**src/rtl/muldiv_pkg.sv**
```systemverilog
// Shared constants and types for the iterative multiply/divide unit.
// Define MULDIV_SIGNED_EN for two's-complement operands; unsigned otherwise.
package muldiv_pkg;

    localparam int DEFAULT_WIDTH = 32;

    localparam logic OP_MUL = 1'b0;
    localparam logic OP_DIV = 1'b1;

`ifdef MULDIV_SIGNED_EN
    localparam logic SIGNED_EN = 1'b1;
`else
    localparam logic SIGNED_EN = 1'b0;
`endif

    typedef enum logic [1:0] {
        ST_IDLE = 2'd0,
        ST_RUN  = 2'd1,
        ST_DONE = 2'd2
    } state_t;

endpackage

```
**src/rtl/add_sub_w.sv**
```systemverilog
// WIDTH+1-bit adder/subtractor shared by the Booth and restoring-divide steps.
// o_co is the true carry out; on subtract it is 1 when i_x >= i_y (unsigned).
module add_sub_w #(
    parameter int WIDTH = 32
) (
    input  logic [WIDTH:0] i_x,
    input  logic [WIDTH:0] i_y,
    input  logic           i_sub,
    output logic [WIDTH:0] o_sum,
    output logic           o_co
);

    logic [WIDTH:0] w_y;

    assign w_y = i_sub ? ~i_y : i_y;
    assign {o_co, o_sum} = {1'b0, i_x} + {1'b0, w_y} + {{(WIDTH + 1){1'b0}}, i_sub};

endmodule

```
**src/rtl/mul_div_unit.sv**
```systemverilog
// Radix-2 sequential multiply/divide, one step per cycle, WIDTH steps per op.
// MULDIV_SIGNED_EN selects two's-complement (Booth mul, sign-fixed divide).
module mul_div_unit
    import muldiv_pkg::*;
#(
    parameter int WIDTH = DEFAULT_WIDTH
) (
    input  logic               clk,
    input  logic               clr,
    input  logic               start,
    input  logic               op,
    input  logic [WIDTH-1:0]   a,
    input  logic [WIDTH-1:0]   b,
    output logic               busy,
    output logic               done,
    output logic [2*WIDTH-1:0] result,
    output logic               div_by_zero
);

    localparam int CW = (WIDTH > 1) ? $clog2(WIDTH) : 1;

    state_t             r_state, w_state_nxt;
    logic [CW-1:0]      r_cnt;
    logic               r_op;
    logic [WIDTH:0]     r_acc;
    logic [WIDTH-1:0]   r_q;
    logic               r_qm1;
    logic [WIDTH-1:0]   r_m;
    logic               r_negq, r_negr, r_dbz;
    logic [2*WIDTH-1:0] r_result;

    logic               w_div0, w_a_neg, w_b_neg;
    logic [WIDTH-1:0]   w_a_mag, w_b_mag;
    logic [WIDTH:0]     w_x, w_y, w_sum, w_rsh, w_base, w_acc_nxt;
    logic               w_sub, w_co, w_mul_en, w_mul_sub;
    logic [WIDTH-1:0]   w_q_nxt, w_rem, w_quo;
    logic [2*WIDTH-1:0] w_res_fin;

    assign w_div0  = (op == OP_DIV) && (b == '0);
    assign w_a_neg = SIGNED_EN & a[WIDTH-1];
    assign w_b_neg = SIGNED_EN & b[WIDTH-1];
    assign w_a_mag = w_a_neg ? -a : a;
    assign w_b_mag = w_b_neg ? -b : b;

    // Booth recodes {q0, q-1} in signed mode; unsigned mode is plain add-shift.
    assign w_mul_en  = SIGNED_EN ? (r_q[0] ^ r_qm1) : r_q[0];
    assign w_mul_sub = SIGNED_EN & r_q[0] & ~r_qm1;
    assign w_rsh     = {r_acc[WIDTH-1:0], r_q[WIDTH-1]};

    always_comb begin
        w_x   = r_acc;
        w_y   = {SIGNED_EN & r_m[WIDTH-1], r_m};
        w_sub = w_mul_sub;
        if (r_op == OP_DIV) begin
            w_x   = w_rsh;
            w_y   = {1'b0, r_m};
            w_sub = 1'b1;
        end
    end

    add_sub_w #(.WIDTH(WIDTH)) u_add_sub (
        .i_x   (w_x),
        .i_y   (w_y),
        .i_sub (w_sub),
        .o_sum (w_sum),
        .o_co  (w_co)
    );

    assign w_base = w_mul_en ? w_sum : r_acc;

    always_comb begin
        w_acc_nxt = {SIGNED_EN & w_base[WIDTH], w_base[WIDTH:1]};
        w_q_nxt   = {w_base[0], r_q[WIDTH-1:1]};
        if (r_op == OP_DIV) begin
            // Restoring step: keep the difference only when it did not borrow.
            w_acc_nxt = w_co ? w_sum : w_rsh;
            w_q_nxt   = {r_q[WIDTH-2:0], w_co};
        end
    end

    assign w_rem = r_negr ? -w_acc_nxt[WIDTH-1:0] : w_acc_nxt[WIDTH-1:0];
    assign w_quo = r_negq ? -w_q_nxt : w_q_nxt;
    assign w_res_fin = (r_op == OP_DIV) ? {w_rem, w_quo} : {w_acc_nxt[WIDTH-1:0], w_q_nxt};

    always_ff @(posedge clk or negedge clr) begin
        if (!clr) r_state <= ST_IDLE;
        else      r_state <= w_state_nxt;
    end

    always_comb begin
        w_state_nxt = r_state;
        case (r_state)
            ST_IDLE: if (start) w_state_nxt = w_div0 ? ST_DONE : ST_RUN;
            ST_RUN:  if (r_cnt == '0) w_state_nxt = ST_DONE;
            ST_DONE: w_state_nxt = ST_IDLE;
            default: w_state_nxt = ST_IDLE;
        endcase
    end

    always_comb begin
        busy = (r_state != ST_IDLE);
        done = (r_state == ST_DONE);
    end

    always_ff @(posedge clk or negedge clr) begin
        if (!clr) begin
            r_cnt    <= '0;
            r_op     <= OP_MUL;
            r_acc    <= '0;
            r_q      <= '0;
            r_qm1    <= 1'b0;
            r_m      <= '0;
            r_negq   <= 1'b0;
            r_negr   <= 1'b0;
            r_dbz    <= 1'b0;
            r_result <= '0;
        end else begin
            case (r_state)
                ST_IDLE: begin
                    if (start) begin
                        r_op  <= op;
                        r_cnt <= CW'(WIDTH - 1);
                        r_acc <= '0;
                        r_qm1 <= 1'b0;
                        r_dbz <= w_div0;
                        if (op == OP_MUL) begin
                            r_q    <= b;
                            r_m    <= a;
                            r_negq <= 1'b0;
                            r_negr <= 1'b0;
                        end else begin
                            r_q    <= w_a_mag;
                            r_m    <= w_b_mag;
                            r_negq <= w_a_neg ^ w_b_neg;
                            r_negr <= w_a_neg;
                        end
                        if (w_div0) r_result <= {a, {WIDTH{1'b1}}};
                    end
                end
                ST_RUN: begin
                    r_acc <= w_acc_nxt;
                    r_q   <= w_q_nxt;
                    r_qm1 <= r_q[0];
                    if (r_cnt != '0) r_cnt <= r_cnt - CW'(1);
                    else             r_result <= w_res_fin;
                end
                default: ;
            endcase
        end
    end

    assign result      = r_result;
    assign div_by_zero = r_dbz;

endmodule

```
**config.mk**
```make
export PLATFORM = sky130hd
export DESIGN_NAME = mul_div_unit
export DESIGN_NICKNAME = d
export VERILOG_FILES = /design/src/rtl/muldiv_pkg.sv /design/src/rtl/add_sub_w.sv /design/src/rtl/mul_div_unit.sv
export SDC_FILE = /design/constraint.sdc
export NUM_CORES = 1
export LEC_CHECK = 0
export CAP_MARGIN = 0
export CORE_MARGIN = 2
export CORE_UTILIZATION = 57
export CTS_CLUSTER_DIAMETER = 80
export CTS_CLUSTER_SIZE = 25
export DETAILED_ROUTE_END_ITERATION = 16
export PLACE_DENSITY_LB_ADDON = 0.1
export SKIP_LAST_GASP = 1
export SLEW_MARGIN = 20
export SYNTH_ARGS = -nofsm -noshare
export SYNTH_HDL_FRONTEND = slang
export SYNTH_HIERARCHICAL = 1
export SYNTH_SLANG_ARGS = --single-unit
```
**constraint.sdc**
```tcl
create_clock -name clk -period 6.4 [get_ports clk]
set_input_delay 0.96 -clock clk [delete_from_list [all_inputs] [get_ports clk]]
set_output_delay 0.96 -clock clk [all_outputs]
set_load 0.005 [all_outputs]
```
==> impl_metrics.tcl <==
set metrics [dict create \
    io_buffers 134 \
    rsz0062_at_grt "false" \
    yosysMostFrequentCell "nand2_1" \
    synth_common_cells "293 x nand2_1, 170 x dfrtp_1, 129 x mux2i_1" \
    tns_ns 0 \
    syn2layout_area_growth_pct 17.9 \
    layout-drive-gt1-share_pct 14.8 \
    gp_congestion 0.892 \
    worstPathRequired_ns 6.72 \
    syn_avg_cell_area_um2 9.60 \
    start_kind "flip-flop" \
    rr_worst_depth 15 \
    slew_violations 0 \
    synthFlopType "dfrtp_1" \
    clockRootBuffer "clkbuf_16" \
    synthTopCellsByArea "dfrtp_1 37%, mux2i_1 11%, nand2_1 9.5%" \
    fill_cells 1562 \
    synth_fp_nets 1310 \
    postCtsSetupBuffers 0 \
    clockBufferDepth 2 \
    synthArstFlopShare_pct 100 \
    period_share_pct 77.9 \
    vias_per_cell 5.86 \
    multiInputGateArea_um2 7000 \
    cts.sinks 170 \
    critPathKind "flip-flop to flip-flop" \
    reg2reg_slack_ns 1.41 \
    status "finished, final reports clean" \
    drc 0 \
    ys_ff_latch 170 \
    ys_warn_count 6 \
    vias 9258 \
    hold_viol_final 0 \
    yosys.area.top_type_share_pct 36.7 \
    grt_remaining_overflow 0 \
    grt_max_degree 78 \
    wire_per_inst_um 18.8 \
    cap_violations 0 \
    fp.dieH_um 147 \
    synth_enable_flop_cells 0 \
    setup_viol 0 \
    core_um2 20100 \
    r2r-start "r_op$_DFFE_PN0P_" \
    ioPinCount 135 \
    clk_latency_ns 0.44 \
    relSlewSlack_pct 24.5 \
    finClkSkew_ns 0.0130 \
    wl_mm 29.7 \
    clkTransAtPathRegs_ns 0.08 \
    rr_endpoint "result[33]$_DFFE_PN0P_" \
    synth_cell_types 54 \
    grt_use_total_pct 28.1 \
    cts_made_buffers 17 \
    end_kind "flip-flop" \
    first_iter_violations 695 \
    period_needed_ns 4.99 \
    worstMarginPinSlew_ns 1.13 \
    grt_pass1_vias 9300 \
    max_freq_mhz 201 \
    yosysTopAreaCell "dfrtp_1" \
    die_w_um 147 \
    seq_area_um2 4260 \
    path_max_fanout 77 \
    cts_tree "built" \
    dr.pass1.iters 6 \
    dieArea_um2 21500 \
    fin_nets 1399 \
    grt_pass1_wl_mm 48.5 \
    dp.final_hpwl_mm 20.4 \
    initial_core_util_pct 57.7 \
    ys_seq_area_share_pct 36.7 \
    ant_nets 0 \
    hold_buffers 0 \
    hp-class "input port to async pin" \
    htree_levels 4 \
    syn_inst 1208 \
    n_antenna_cell 0 \
    rows 52 \
    synthesis.area_um2 11600 \
    cp.arrival_ns 5.31 \
    cts_resized 0 \
    antenna_found_initial 0 \
]
-- stage by stage --
step	setup slack [ns]	hold WS [ns]	cell area, um^2	std cells	util [%]
global placement	1.64	0.484	13100	1547	65.0
CTS	1.49	0.424	13600	1578	67.9
global route	1.14	0.438	13700	1579	68.0
detailed placement	1.52	0.490	13100	1547	65.0
finish	1.41	0.426	13700	1579	68.0
floorplan	1.83	0.469	11600	1208	-
-- critical path: stages, from the launching register on --
cell and delay [ns]:
dfrtp_4 0.82, buf_12 0.38, mux2_2 0.39, ha_1 0.39
a21o_1 0.17, a31oi_1 0.13, a21boi_0 0.15, o21ai_0 0.25
o21ai_2 0.14, o21ai_0 0.18, a21o_2 0.91, mux2i_1 0.28
nand2_1 0.07, o211ai_1 0.19, nand2_1 0.09, mux2_4 0.27
-- worst max path at each step --
stage	from	slack, ns	endpoint
final	r_op$_DFFE_PN0P_	1.41	result[33]$_DFFE_PN0P_
after global routing	r_op$_DFFE_PN0P_	1.14	result[35]$_DFFE_PN0P_
after CTS	r_op$_DFFE_PN0P_	1.49	result[35]$_DFFE_PN0P_
after detailed placement	r_op$_DFFE_PN0P_	1.52	result[40]$_DFFE_PN0P_
after global placement	r_op$_DFFE_PN0P_	1.64	result[33]$_DFFE_PN0P_
after floorplan	r_op$_DFFE_PN0P_	1.83	result[54]$_DFFE_PN0P_
-- routing by layer --
layer	up-vias	share of wire (%)	GRT usage, %
li1	4441	-	-
met1	4519	48	41.1
met2	261	45	42.6
met3	37	5.3	4.31
met4	0	2.1	9.51
met5	-	0	0
-- cells in the final DEF, fill, tap and decap left out, types with 2 or more instances in the layout --
cell,instances
ha_1,33
clkdlybuf4s50_1,132
o21ai_0,84
mux2_4,50
a31o_2,2
nor2b_1,3
o211ai_1,46
o21a_1,2
a31oi_1,6
nand2b_1,2
xnor2_1,19
mux2i_1,129
o21bai_1,5
nor4_1,7
a22oi_1,2
clkbuf_16,17
a211oi_1,2
inv_1,9
buf_4,11
dfrtp_1,168
xor2_1,46
clkinv_8,2
and3_1,7
nand4_1,2
nand3_1,7
nor3_1,3
clkinv_4,3
inv_8,7
nor2_1,16
a21boi_0,24
a21oi_1,39
a21o_1,15
mux2_2,81
nand2_1,292
-- kinds of logic (layout without fill, tap and decap cells) --
logic type               Yosys count  after routing  share of synthesized area (%)
AO/OA/AOI/OAI                    245            245                           13.8
adder cells (fa/ha/maj)           34             34                           3.73
other                              1              1                         0.0323
XOR/XNOR                          65             65                           4.91
buffers and inverters             85            186                           3.32
multiplexers                     260            260                           25.5
flip-flops                       170            170                           36.7
AND/OR/NAND/NOR                  348            348                           12.1
-- cell type report --
cell class,count,share of cell area (%)
Clock inverter,14,1.13
Sequential cell,170,31.2
Tap cell,270,2.47
Multi-Input combinational cell,953,51.2
Inverter,9,0.247
Clock buffer,17,3.11
Timing Repair Buffer,146,10.7
-- state kept, by name, indices dropped and copies added, names as in the netlist --
register / flops
div_by_zero: 1
r_acc: 33
r_m: 32
r_state: 2
result: 64
r_q: 32
r_cnt: 5
r_op: 1
Power is left out: the tool's default activity adds up to more than one toggle a clock period on the data nets, which glitch-free logic cannot reach.
